`src/rtl/machine_irq_ctrl.sv`:
```
// Machine-mode interrupt source: mtime/mtimecmp/msip on the data bus, held trap request.
// Optional external interrupt input enabled by defining MACHINE_IRQ_EXT_EN.
module machine_irq_ctrl #(
  parameter int unsigned TICK_DIV = 1
) (
  input  logic        clk,
  input  logic        rst,
  input  logic        bus_en_i,
  input  logic        bus_we_i,
  input  logic [4:0]  bus_addr_i,
  input  logic [31:0] bus_wdata_i,
  output logic [31:0] bus_rdata_o,
  output logic        bus_ready_o,
  input  logic        mie_global_i,
  input  logic [31:0] mie_i,
  input  logic        irq_ack_i,
`ifdef MACHINE_IRQ_EXT_EN
  input  logic        ext_irq_i,
`endif
  output logic        interrupt_o,
  output logic [31:0] irq_cause_o
);

  // state    | meaning
  // IDLE     | no request, watching the enabled set
  // REQ      | interrupt held high, cause frozen until ack or withdrawal
  // WAIT_CLR | trap taken, waiting for MIE drop or source clear before re-arming
  typedef enum logic [1:0] {IDLE, REQ, WAIT_CLR} state_t;

  localparam logic [15:0] PRESC_MAX = 16'(TICK_DIV - 1);
  localparam logic [31:0] CAUSE_MEI = 32'h8000_000B;
  localparam logic [31:0] CAUSE_MSI = 32'h8000_0003;
  localparam logic [31:0] CAUSE_MTI = 32'h8000_0007;

  state_t      state_q, state_d;
  logic [31:0] cause_q, cause_d;
  logic [15:0] presc_q, presc_d;
  logic [63:0] mtime_q, mtime_d;
  logic [63:0] mtimecmp_q, mtimecmp_d;
  logic        msip_q, msip_d;
  logic        mtip_q, mtip_d;
  logic [31:0] rdata_q, rdata_d;
  logic        ready_q;

  logic        wr;
  logic [2:0]  word;
  logic        tick;
  logic        meip;
  logic [31:0] mip;
  logic [31:0] en_set;
  logic [4:0]  src_idx;
  logic        unused_ok;

`ifdef MACHINE_IRQ_EXT_EN
  logic ext_s1_q, ext_s2_q;

  always_ff @(posedge clk or posedge rst) begin
    if (rst) begin
      ext_s1_q <= 1'b0;
      ext_s2_q <= 1'b0;
    end else begin
      ext_s1_q <= ext_irq_i;
      ext_s2_q <= ext_s1_q;
    end
  end

  assign meip = ext_s2_q;
`else
  assign meip = 1'b0;
`endif

  assign wr        = bus_en_i & bus_we_i;
  assign word      = bus_addr_i[4:2];
  assign tick      = (presc_q == PRESC_MAX);
  assign src_idx   = cause_q[4:0];
  assign unused_ok = ^{bus_addr_i[1:0], mie_i[31:12], mie_i[10:8], mie_i[6:4], mie_i[2:0]};

  always_comb begin
    presc_d    = tick ? 16'd0 : presc_q + 16'd1;
    mtime_d    = mtime_q;
    mtimecmp_d = mtimecmp_q;
    msip_d     = msip_q;
    // A bus write to either mtime half swallows the coincident tick.
    if (wr && word == 3'd3)      mtime_d[31:0]  = bus_wdata_i;
    else if (wr && word == 3'd4) mtime_d[63:32] = bus_wdata_i;
    else if (tick)               mtime_d        = mtime_q + 64'd1;
    if (wr && word == 3'd1) mtimecmp_d[31:0]  = bus_wdata_i;
    if (wr && word == 3'd2) mtimecmp_d[63:32] = bus_wdata_i;
    if (wr && word == 3'd0) msip_d = bus_wdata_i[0];
    mtip_d = (mtime_q >= mtimecmp_q);
  end

  always_comb begin
    rdata_d = '0;
    if (bus_en_i && !bus_we_i) begin
      case (word)
        3'd0:    rdata_d = {31'b0, msip_q};
        3'd1:    rdata_d = mtimecmp_q[31:0];
        3'd2:    rdata_d = mtimecmp_q[63:32];
        3'd3:    rdata_d = mtime_q[31:0];
        3'd4:    rdata_d = mtime_q[63:32];
        default: rdata_d = '0;
      endcase
    end
  end

  always_comb begin
    mip     = '0;
    mip[11] = meip;
    mip[7]  = mtip_q;
    mip[3]  = msip_q;
    en_set  = mip & mie_i & {32{mie_global_i}};
  end

  always_comb begin
    state_d = state_q;
    cause_d = cause_q;
    case (state_q)
      IDLE: begin
        if (|en_set) begin
          state_d = REQ;
          if (en_set[11])     cause_d = CAUSE_MEI;
          else if (en_set[3]) cause_d = CAUSE_MSI;
          else                cause_d = CAUSE_MTI;
        end
      end
      REQ: begin
        if (irq_ack_i) begin
          state_d = WAIT_CLR;
        end else if (!en_set[src_idx]) begin
          state_d = IDLE;
          cause_d = '0;
        end
      end
      WAIT_CLR: begin
        if (!mie_global_i || !mip[src_idx]) state_d = IDLE;
      end
      default: begin
        state_d = IDLE;
        cause_d = '0;
      end
    endcase
  end

  always_ff @(posedge clk or posedge rst) begin
    if (rst) begin
      state_q    <= IDLE;
      cause_q    <= '0;
      presc_q    <= '0;
      mtime_q    <= '0;
      mtimecmp_q <= '1;
      msip_q     <= 1'b0;
      mtip_q     <= 1'b0;
      rdata_q    <= '0;
      ready_q    <= 1'b0;
    end else begin
      state_q    <= state_d;
      cause_q    <= cause_d;
      presc_q    <= presc_d;
      mtime_q    <= mtime_d;
      mtimecmp_q <= mtimecmp_d;
      msip_q     <= msip_d;
      mtip_q     <= mtip_d;
      rdata_q    <= rdata_d;
      ready_q    <= bus_en_i;
    end
  end

  assign interrupt_o = (state_q == REQ);
  assign irq_cause_o = cause_q;
  assign bus_rdata_o = rdata_q;
  assign bus_ready_o = ready_q;

endmodule

```
`config.mk`:
```
export PLATFORM = sky130hd
export DESIGN_NAME = machine_irq_ctrl
export DESIGN_NICKNAME = d
export VERILOG_FILES = /design/src/rtl/machine_irq_ctrl.sv
export SDC_FILE = /design/constraint.sdc
export NUM_CORES = 1
export LEC_CHECK = 0
export ABC_AREA = 1
export ABC_CLOCK_PERIOD_IN_PS = 12540
export BUFFER_PORTS_ARGS = -buffer_cell sky130_fd_sc_hd__buf_4
export CAP_MARGIN = 5
export CELL_PAD_IN_SITES_DETAIL_PLACEMENT = 0
export CELL_PAD_IN_SITES_GLOBAL_PLACEMENT = 1
export CORE_AREA = 2 2 166 168
export DETAILED_ROUTE_END_ITERATION = 10
export DIE_AREA = 0 0 168 170
export GPL_TIMING_DRIVEN = 0
export PLACE_DENSITY = 0.88
export RECOVER_POWER = 100
export SKIP_CTS_REPAIR_TIMING = 1
export SLEW_MARGIN = 20
export SYNTH_ARGS = -nofsm -noshare
export SYNTH_HDL_FRONTEND = slang
export SYNTH_SLANG_ARGS = --single-unit
```
`constraint.sdc`:
```
create_clock -name clk -period 12.54 [get_ports clk]
set_input_delay 0 -clock clk [delete_from_list [all_inputs] [get_ports clk]]
set_output_delay 0 -clock clk [all_outputs]
set_load 0.02 [all_outputs]
```
==> results of run 1 <==
## final timing paths
path,slack (ns),cells after the start,endpoint,startpoint
worst max-delay path,9.61,8,mtime_q[24]$_DFFE_PP0P_,presc_q[3]$_DFF_PP0_
worst min-delay path,0.02,6,irq_cause_o[2]$_DFFE_PP0P_,mie_i[3]
worst max register to register,9.61,8,mtime_q[24]$_DFFE_PP0P_,presc_q[3]$_DFF_PP0_
worst min register to register,0.48,1,presc_q[15]$_DFF_PP0_,presc_q[15]$_DFF_PP0_
max in group asynchronous,9.67,3,mtime_q[61]$_DFFE_PP0P_,rst
min in group asynchronous,1.18,3,bus_rdata_o[15]$_DFF_PP0_,rst
## power breakdown
group / internal, mW / leakage [nW] / switching [mW]
Sequential: 0.736 / 2.18 / 0.175
Combinational: 0.265 / 4.44 / 0.434
Clock: 0.291 / 0.304 / 0.290
## routing by layer
layer  global-route usage (%)  wire length, microns
met5                        0                    13
met4                     12.5                  1580
met3                     4.86                  2770
met2                     53.4                 21100
met1                     41.7                 19300
## placed cells by master, fill, tap and decap left out, types with 12 or more instances in the layout
cell type and count:
a21oi_1 38, a221oi_1 31, buf_2 16, buf_4 73, clkbuf_1 67, clkbuf_16 17
conb_1 28, dfrtp_1 119, dfstp_2 63, dlygate4sd3_1 37, ha_1 67, inv_1 213
nand2_1 500, nand2_2 12, nand3_1 85, nand4_1 13, nor2_1 255, o21ai_0 123
o21ai_1 25, o22ai_1 23, xor2_1 24
## final cells by class
class                           count  area share, %
Inverter                          224           5.87
Clock buffer                       17           2.96
Tap cell                          341           2.97
Buffer                             80           3.12
Clock inverter                     15           1.41
Sequential cell                   183           32.5
Timing Repair Buffer              118           5.96
Multi-Input combinational cell   1291           45.3
## state kept, by name, indices dropped and copies added (netlist names)
name,count
bus_ready_o,1
mtip_q,1
bus_rdata_o,32
msip_q,1
presc_q,16
state_q,2
mtime_q,64
mtimecmp_q,64
irq_cause_o,2
## worst register-to-register path, cell delays in order, from the launching register on
cell      delay (ns)
dfrtp_1         0.41
inv_1           0.14
nand2_1         0.07
nor3_1          0.34
nand3_2         0.12
nor2_1          0.89
clkbuf_1        0.56
o21ai_0         0.24
nand3_1         0.11
## cells by family (layout without fill, tap and decap cells)
logic type               count (synthesis)  count (layout)  share of synthesized area (%)
AND/OR/NAND/NOR                        912             912                           31.3
AO/OA/AOI/OAI                          258             258                           12.0
buffers and inverters                  304             454                           10.5
XOR/XNOR                                26              26                           1.83
other                                    1              28                         0.0302
flip-flops                             183             183                           37.5
adder cells (fa/ha/maj)                 67              67                           6.75
## metrics by stage
step / cells / power, mW
floorplan: 1778 / 1.36
global placement: 2199 / 1.58
detailed placement: 2200 / 1.60
CTS: 2232 / 2.19
global route: 2269 / 2.33
finish: 2269 / 2.19
==> metrics.txt, run 1 <==
first-pass GRT wire length=68100 microns; Critical Path, Cell by Cell=inv_1 -> nand2_1 -> nor3_1 -> nand3_2 -> nor2_1 -> clkbuf_1 -> o21ai_0 -> nand3_1; HP Class=primary input to flip-flop; clock-pin transition on the worst setup and hold timing paths=0.08 ns; Worst path slowest cell=nor2_1; Initial Utilization=46.6%; Synth Register Bits=183; worst rel slew slack=-147%; worst-margin pin slew=3.69 ns; initial antenna violation count=2; DP HPWL=35400 microns; WP buf/inv=2; H-tree Lvls=4; outcome=finished with violations; Post-DP Area=0.0136 sq mm; max-cap viol count=1; 1st-iter DRT viols=1041; Synth top area share=24.0%; fin util=53.9%; Final Instance Area=0.0144 sq mm; most frequent cell after synthesis=nand2_1; Critical Path Fanout Max=10; Ports=141; failing checks=max-capacitance violations, max-slew violations; drt first pass iters=5; root cell of the clock tree=clkbuf_16; Total GRT Usage=31.9%; area grow syn2layout=15.5%; worst setup margin=9.61 ns; Post-DRT Antenna Nets=0; largest buffer count on any clock path=2; Worst IR Drop VDD=0.0000790 V; via count=12200; Worst setup EP type=flip-flop; CTS Buf Count=17; register area=0.00466 sq mm; vias in the first global route=11700; Clock Latency Late Sink=0.45 ns; setup TNS=0 ns; crit path time final=2.93 ns; period utilisation layout=23.4%; CTS tree=built; RSZ-0062 raised after global routing=false; top post-synthesis cells by count=nand2_1 (496), nor2_1 (251), inv_1 (211); clock sinks=183; leading post-synthesis cells by cell area=dfrtp_1 (24%), nand2_1 (15%), dfstp_2 (14%); area leader, netlist=dfrtp_1; max-slew violation count=79; Die Y=170 microns; Fin Clk Skew=0.0129 ns; post-synthesis cell type count=40; drt drc=0; core area=0.0267 sq mm; worst hold slack=0.0153 ns; Multi-input gate area=0.00650 sq mm; EDFF count, synth=0; Req. time, crit path=12.92 ns; routed length per instance=19.7 microns; routability congestion estimate=1.02; WS Path Type=flip-flop to flip-flop; FILL cells=2676; delay of the slowest critical-path stage=0.89 ns; crit start category=flip-flop; vias per cell=5.39; port buffer count=80; sequential fraction of the synthesis area=37.5%; Static Leak=6.93 nW; Pwr Density=153 mW/mm^2; largest net degree at the start of global routing=106; Syn Inst Count=1751; row count=60; # setup viols final=0; ANT cells=0; Worst EP arrival=3.31 ns; prevailing post-synth register cell=dfrtp_1; die area=0.0286 sq mm; final WL=44700 microns; fmax=341 MHz; FFs w/ async S/R, synth=100%; Avg Inst Size Synth=7.10 sq um; crit-path leading delay family=simple AND/OR/NAND/NOR gates; Nets=2057; pre-CTS WS=10.18 ns; layout cells sized above 1=12.2%; Final Hold Viols=0; chip width=168 microns; Yosys Warn Count=0; synthesized area=0.0124 sq mm; total gr overflow=0
Note: power is estimated with default switching activity, not from simulation.
==> run 2, diff against run 1 <==
--- a/config.mk
+++ b/config.mk
@@ -6,16 +6,16 @@
 export NUM_CORES = 1
 export LEC_CHECK = 0
 export ABC_AREA = 1
-export ABC_CLOCK_PERIOD_IN_PS = 12540
+export ABC_CLOCK_PERIOD_IN_PS = 2750
 export BUFFER_PORTS_ARGS = -buffer_cell sky130_fd_sc_hd__buf_4
 export CAP_MARGIN = 5
 export CELL_PAD_IN_SITES_DETAIL_PLACEMENT = 0
 export CELL_PAD_IN_SITES_GLOBAL_PLACEMENT = 1
-export CORE_AREA = 2 2 166 168
+export CORE_AREA = 2 2 173 175
 export DETAILED_ROUTE_END_ITERATION = 10
-export DIE_AREA = 0 0 168 170
+export DIE_AREA = 0 0 175 177
 export GPL_TIMING_DRIVEN = 0
-export PLACE_DENSITY = 0.88
+export PLACE_DENSITY = 0.82
 export RECOVER_POWER = 100
 export SKIP_CTS_REPAIR_TIMING = 1
 export SLEW_MARGIN = 20
==> constraint.sdc (replaced) <==
create_clock -name clk -period 2.75 [get_ports clk]
set_input_delay 0 -clock clk [delete_from_list [all_inputs] [get_ports clk]]
set_output_delay 0 -clock clk [all_outputs]
set_load 0.02 [all_outputs]
==> run 2 against run 1 <==
The flow finishes with violations (negative hold slack); fmax is 16% higher; sequential cell count did not move; critical path depth grew 4; register-to-register slack worse by 9.4 ns; die area rose by 8.5%; wire length rose by 0.32%; hold slack got worse by 0.032 ns; sequential share of layout area fell by 0.27 points; combinational power grew to 4.5 times the previous value; global-route usage shrank 2.2 points; final cell count rose by 2.4%; non-clock buffer count up 5.
==> metrics.txt, run 2 (same netlist as run 1, synthesis figures left out) <==
DP HPWL=35600 microns; routed length per instance=19.3 microns; max-cap viol count=0; worst rel slew slack=16.3%; commonest non-fill, non-tap cells in the layout=nand2_1 (501), nor2_1 (254), inv_1 (214); Multi-input gate area=0.00650 sq mm; worst hold slack=-0.0166 ns; register area=0.00466 sq mm; area grow syn2layout=16.5%; Req. time, crit path=3.11 ns; commonest non-fill, non-tap cell in the layout=nand2_1; FILL cells=3008; drt first pass iters=5; final WL=44900 microns; first-pass GRT wire length=68300 microns; # setup viols final=0; Hold Path Depth=5; Total GRT Usage=29.6%; initial antenna violation count=1; total gr overflow=0; row count=63; core area=0.0292 sq mm; largest buffer count on any clock path=2; max-slew violation count=0; vias per cell=5.20; Pwr Density=686 mW/mm^2; outcome=finished with violations; Reg-to-Reg End=mtime_q[36]$_DFFE_PP0P_; drt drc=0; via count=12100; Critical Path Fanout Max=7; 1st-iter DRT viols=952; fmax=395 MHz; Post-DRT Antenna Nets=0; clock sinks=183; chip width=175 microns; Fin Clk Skew=0.0145 ns; RR Startpoint=mtime_q[1]$_DFFE_PP0P_; H-tree Lvls=4; largest net degree at the start of global routing=33; CP endpoint=mtime_q[36]$_DFFE_PP0P_; CTS tree=built; Worst IR Drop VDD=0.000447 V; clock-pin transition on the worst setup and hold timing paths=0.08 ns; HP Class=primary input to flip-flop; layout cells sized above 1=12.7%; fin util=49.5%; Worst setup EP type=flip-flop; Nets=2062; period utilisation layout=92.0%; Worst EP arrival=2.90 ns; reg2reg setup slack=0.22 ns; crit start category=flip-flop; CTS Buf Count=17; crit path from=mtime_q[1]$_DFFE_PP0P_; worst reg2reg path depth=12; routability congestion estimate=0.992; vias in the first global route=11500; die area=0.0310 sq mm; failing checks=negative hold slack; Final Hold Viols=2; ANT cells=0; Clock Latency Late Sink=0.47 ns; Initial Utilization=42.5%; worst-margin pin slew=1.25 ns; port buffer count=80; root cell of the clock tree=clkbuf_16; Die Y=177 microns; WS Path Type=flip-flop to flip-flop; RSZ-0062 raised after global routing=false; Static Leak=6.95 nW; crit path time final=2.53 ns; Power, Total=9.93 mW; Ports=141
-- run 2: changes by cell type in the layout (fill, tap and decap cells not counted), sizes merged --
| cell | delta |
|---|---|
| bufinv | +1 |
| buf | +7 |
| inv | -3 |
| clkinvlp | +2 |
| clkbuf | +2 |
| clkinv | -4 |
-- run 2: per-stage QoR --
step                setup WS [ns]  cell area [sq um]  std cells  setup TNS [ns]
global route                0.115              14500       2323               0
CTS                         0.376              14400       2286               0
floorplan                   0.452              12500       1778               0
finish                      0.219              14500       2323               0
global placement           -0.795              13600       2248          -92.18
detailed placement          0.399              13700       2254               0
-- run 2: how the worst min path moves through the flow --
stage / from / to / slack, ns
after floorplan: bus_en_i / bus_ready_o$_DFF_PP0_ / 0.03
after global routing: mie_i[3] / state_q[0]$_DFFE_PP0P_ / 0.02
final: mie_i[3] / state_q[0]$_DFFE_PP0P_ / -0.02
after global placement: bus_en_i / bus_ready_o$_DFF_PP0_ / 0.13
after CTS: rst / presc_q[11]$_DFF_PP0_ / -0.45
after detailed placement: rst / presc_q[13]$_DFF_PP0_ / 0.05
-- run 2: power breakdown --
group          switching, mW  internal, mW  total (mW)
sequential             0.804          3.36        4.16
combinational           1.96          1.21        3.18
clock                   1.17          1.43        2.60
total                   3.94          6.00        9.93
-- run 2: cell type report --
type                    count  area share (%)
plain buffers              80            3.19
clock buffers              21            3.25
clock inverters            11           0.933
inverters                 224            5.82
multi-input cells        1291            44.9
flip-flops and latches    183            32.2
well taps                 390            3.37
repair buffers            123            6.33
-- run 2: per-layer routing --
| layer | vias to the layer above | GRT usage, % | wire [microns] |
|---|---|---|---|
| met4 | 2 | 11.7 | 1550 |
| met3 | 75 | 5.26 | 2640 |
| li1 | 5890 | - | - |
| met1 | 5740 | 39.2 | 19900 |
| met2 | 376 | 48.3 | 20800 |
| met5 | - | 0 | 13 |
-- run 2: worst max-delay path: stages, from the launching register on --
cell and delay (ns):
dfrtp_1 0.46, ha_1 0.39, nand3_2 0.21, inv_2 0.14, nand2_4 0.09, nor2_2 0.48
nand2_4 0.16, clkinv_1 0.15, nand2_1 0.07, nand2_1 0.11, nand2_1 0.07, nand2_1 0.06
nand2_1 0.05
==> run 3, diff against run 2 <==
--- a/config.mk
+++ b/config.mk
@@ -5,17 +5,16 @@
 export SDC_FILE = /design/constraint.sdc
 export NUM_CORES = 1
 export LEC_CHECK = 0
-export ABC_AREA = 1
 export ABC_CLOCK_PERIOD_IN_PS = 2750
 export BUFFER_PORTS_ARGS = -buffer_cell sky130_fd_sc_hd__buf_4
 export CAP_MARGIN = 5
 export CELL_PAD_IN_SITES_DETAIL_PLACEMENT = 0
 export CELL_PAD_IN_SITES_GLOBAL_PLACEMENT = 1
-export CORE_AREA = 2 2 173 175
+export CORE_AREA = 2 2 156 158
 export DETAILED_ROUTE_END_ITERATION = 10
-export DIE_AREA = 0 0 175 177
+export DIE_AREA = 0 0 158 160
 export GPL_TIMING_DRIVEN = 0
-export PLACE_DENSITY = 0.82
+export PLACE_DENSITY = 0.83
 export RECOVER_POWER = 100
 export SKIP_CTS_REPAIR_TIMING = 1
 export SLEW_MARGIN = 20
==> run 3 against run 2 <==
The run ends with max-capacitance violations, max-slew violations left; final cell count down 28%; clock power hardly changed; area after synthesis is 15% lower; via count down 22%; first-iteration DRC count is 4.0% lower; cell area fell by 12%; critical endpoint is now mtip_q$_DFF_PP0_.
==> metrics.txt, run 3 <==
crit start category=flip-flop; largest buffer count on any clock path=2; Avg Inst Size Synth=9.03 sq um; Die Y=160 microns; DP HPWL=23900 microns; pre-CTS WS=-0.410 ns; CTS Buf Count=17; FILL cells=2275; Worst IR Drop VDD=0.000389 V; largest net degree at the start of global routing=33; register area=0.00466 sq mm; post-synthesis cell type count=62; total gr overflow=0; fmax=372 MHz; port buffer count=79; Total GRT Usage=25.8%; Initial Utilization=44.1%; Critical Path Fanout Max=2; Worst EP arrival=2.99 ns; setup TNS=0 ns; die area=0.0253 sq mm; met2 GRT Util=40.2%; commonest non-fill, non-tap cell in the layout=a21oi_1; 1st-iter DRT viols=914; sequential fraction of the synthesis area=44.4%; leading post-synthesis cells by cell area=dfrtp_1 (28%), dfstp_2 (16%), ha_1 (8.0%); Post-DRT Antenna Nets=0; vias in the first global route=9108; Worst setup EP type=flip-flop; Ports=141; Static Leak=5.41 nW; vias per cell=5.67; final WL=32100 microns; met1 Resource Use GR=37.1%; worst setup margin=0.0610 ns; Final Hold Viols=0; chip width=158 microns; drt first pass iters=7; layout cells sized above 1=16.1%; sw frac=35.2%; initial antenna violation count=1; worst reg2reg path depth=9; commonest non-fill, non-tap cells in the layout=a21oi_1 (123), nand2_1 (121), dfrtp_1 (116); ANT cells=0; Clock Power Share=27.5%; top post-synthesis cells by count=a21oi_1 (123), nand2_1 (122), dfrtp_1 (119); Yosys Warn Count=0; clock sinks=183; Syn Inst Count=1163; synthesized area=0.0105 sq mm; max-slew violation count=32; EDFF count, synth=0; drt drc=0; period utilisation layout=97.8%; crit path time final=2.69 ns; WS Path Type=flip-flop to flip-flop; Synth Register Bits=183; root cell of the clock tree=clkbuf_16; area grow syn2layout=20.9%; CTS tree=built; most crowded layer after global routing=met2; area leader, netlist=dfrtp_1; Clock Latency Late Sink=0.44 ns; failing checks=max-capacitance violations, max-slew violations; # setup viols final=0; H-tree Lvls=4; HP Class=primary input to flip-flop; row count=57; Req. time, crit path=3.05 ns; Synth top area share=28.4%; Multi-input gate area=0.00531 sq mm; worst rel slew slack=-4.55%; Pwr Density=740 mW/mm^2; first-pass GRT wire length=50700 microns; Fin Clk Skew=0.00972 ns; Power, Total=9.40 mW; FFs w/ async S/R, synth=100%; prevailing post-synth register cell=dfrtp_1; worst-margin pin slew=1.57 ns; outcome=finished with violations; Hold Path Depth=4; Nets=1475; core area=0.0238 sq mm; routability congestion estimate=0.953; via count=9474; max-cap viol count=1; most frequent cell after synthesis=a21oi_1; net switching power=3.31 mW; Sequential Power Share=43.5%; met3 track demand over resource=3.74%; clock-pin transition on the worst setup and hold timing paths=0.07 ns; Comb power frac=29.1%; routed length per instance=19.2 microns; Int Power=6.09 mW
run 3: final cells by class:
class                           count  area share (%)
Multi-Input combinational cell    846            41.8
Sequential cell                   183            36.7
Timing Repair Buffer              125            7.72
Buffer                             90            3.71
Clock buffer                       20            3.60
Tap cell                          324            3.19
Inverter                           70            2.08
Clock inverter                     12            1.17
run 3: path summary, 6_finish.rpt:
check	from	endpoint	slack [ns]
setup / recovery	mtimecmp_q[1]$_DFFE_PP1P_	mtip_q$_DFF_PP0_	0.06
hold / removal	bus_addr_i[4]	bus_rdata_o[0]$_DFF_PP0_	0.02
setup reg to reg	mtimecmp_q[1]$_DFFE_PP1P_	mtip_q$_DFF_PP0_	0.06
hold reg to reg	presc_q[15]$_DFF_PP0_	presc_q[15]$_DFF_PP0_	0.48
max in group asynchronous	rst	mtime_q[2]$_DFFE_PP0P_	0.55
min in group asynchronous	rst	bus_rdata_o[17]$_DFF_PP0_	0.15
run 3: cells by family (layout without fill, tap and decap cells):
| group | after synthesis | count (layout) | synth area share [%] |
|---|---|---|---|
| fa+ha+maj | 67 | 67 | 7.98 |
| simple gates | 368 | 368 | 17.4 |
| xor+xnor | 45 | 45 | 3.75 |
| compound gates | 331 | 331 | 18.8 |
| buf+inv | 161 | 317 | 6.92 |
| mux | 7 | 7 | 0.834 |
| other cells | 1 | 28 | 0.0357 |
| flops | 183 | 183 | 44.4 |
run 3: per-layer routing:
layer / wire (microns) / vias to the layer above / share of wire (%)
li1: - / 4443 / -
met1: 14300 / 4622 / 45
met4: 890 / 2 / 2.8
met5: 7 / - / 0.022
met2: 14900 / 349 / 46
met3: 2070 / 58 / 6.4
run 3: power groups by stage:
stage          logic, mW  clock network, mW  registers (mW)
4_1_cts             2.67               2.60            4.06
3_3_place_gp        2.55                  0            4.08
3_5_place_dp        2.65                  0            4.10
5_1_grt             3.08               2.70            4.17
6_report            2.73               2.58            4.08
2_1_floorplan       1.86                  0            3.94
run 3: stage by stage:
step	utilization (%)	area, sq um	hold slack [ns]	cells
finish	53.3	12700	0.0163	1670
CTS	52.0	12400	-0.465	1633
global placement	48.7	11600	0.161	1593
detailed placement	49.5	11800	-0.00897	1601
global route	53.3	12700	0.0687	1670
floorplan	-	10600	0.0314	1190
run 3: worst max-delay path, cell delays in order, from the launching register on:
cell and delay [ns]:
dfstp_2 0.54, inv_1 0.05, ha_1 0.29, nor2b_1 0.13, o211ai_1 0.19, a21oi_1 0.12
a211o_1 0.32, a31oi_1 0.32, a21oi_1 0.11, or4_4 0.46
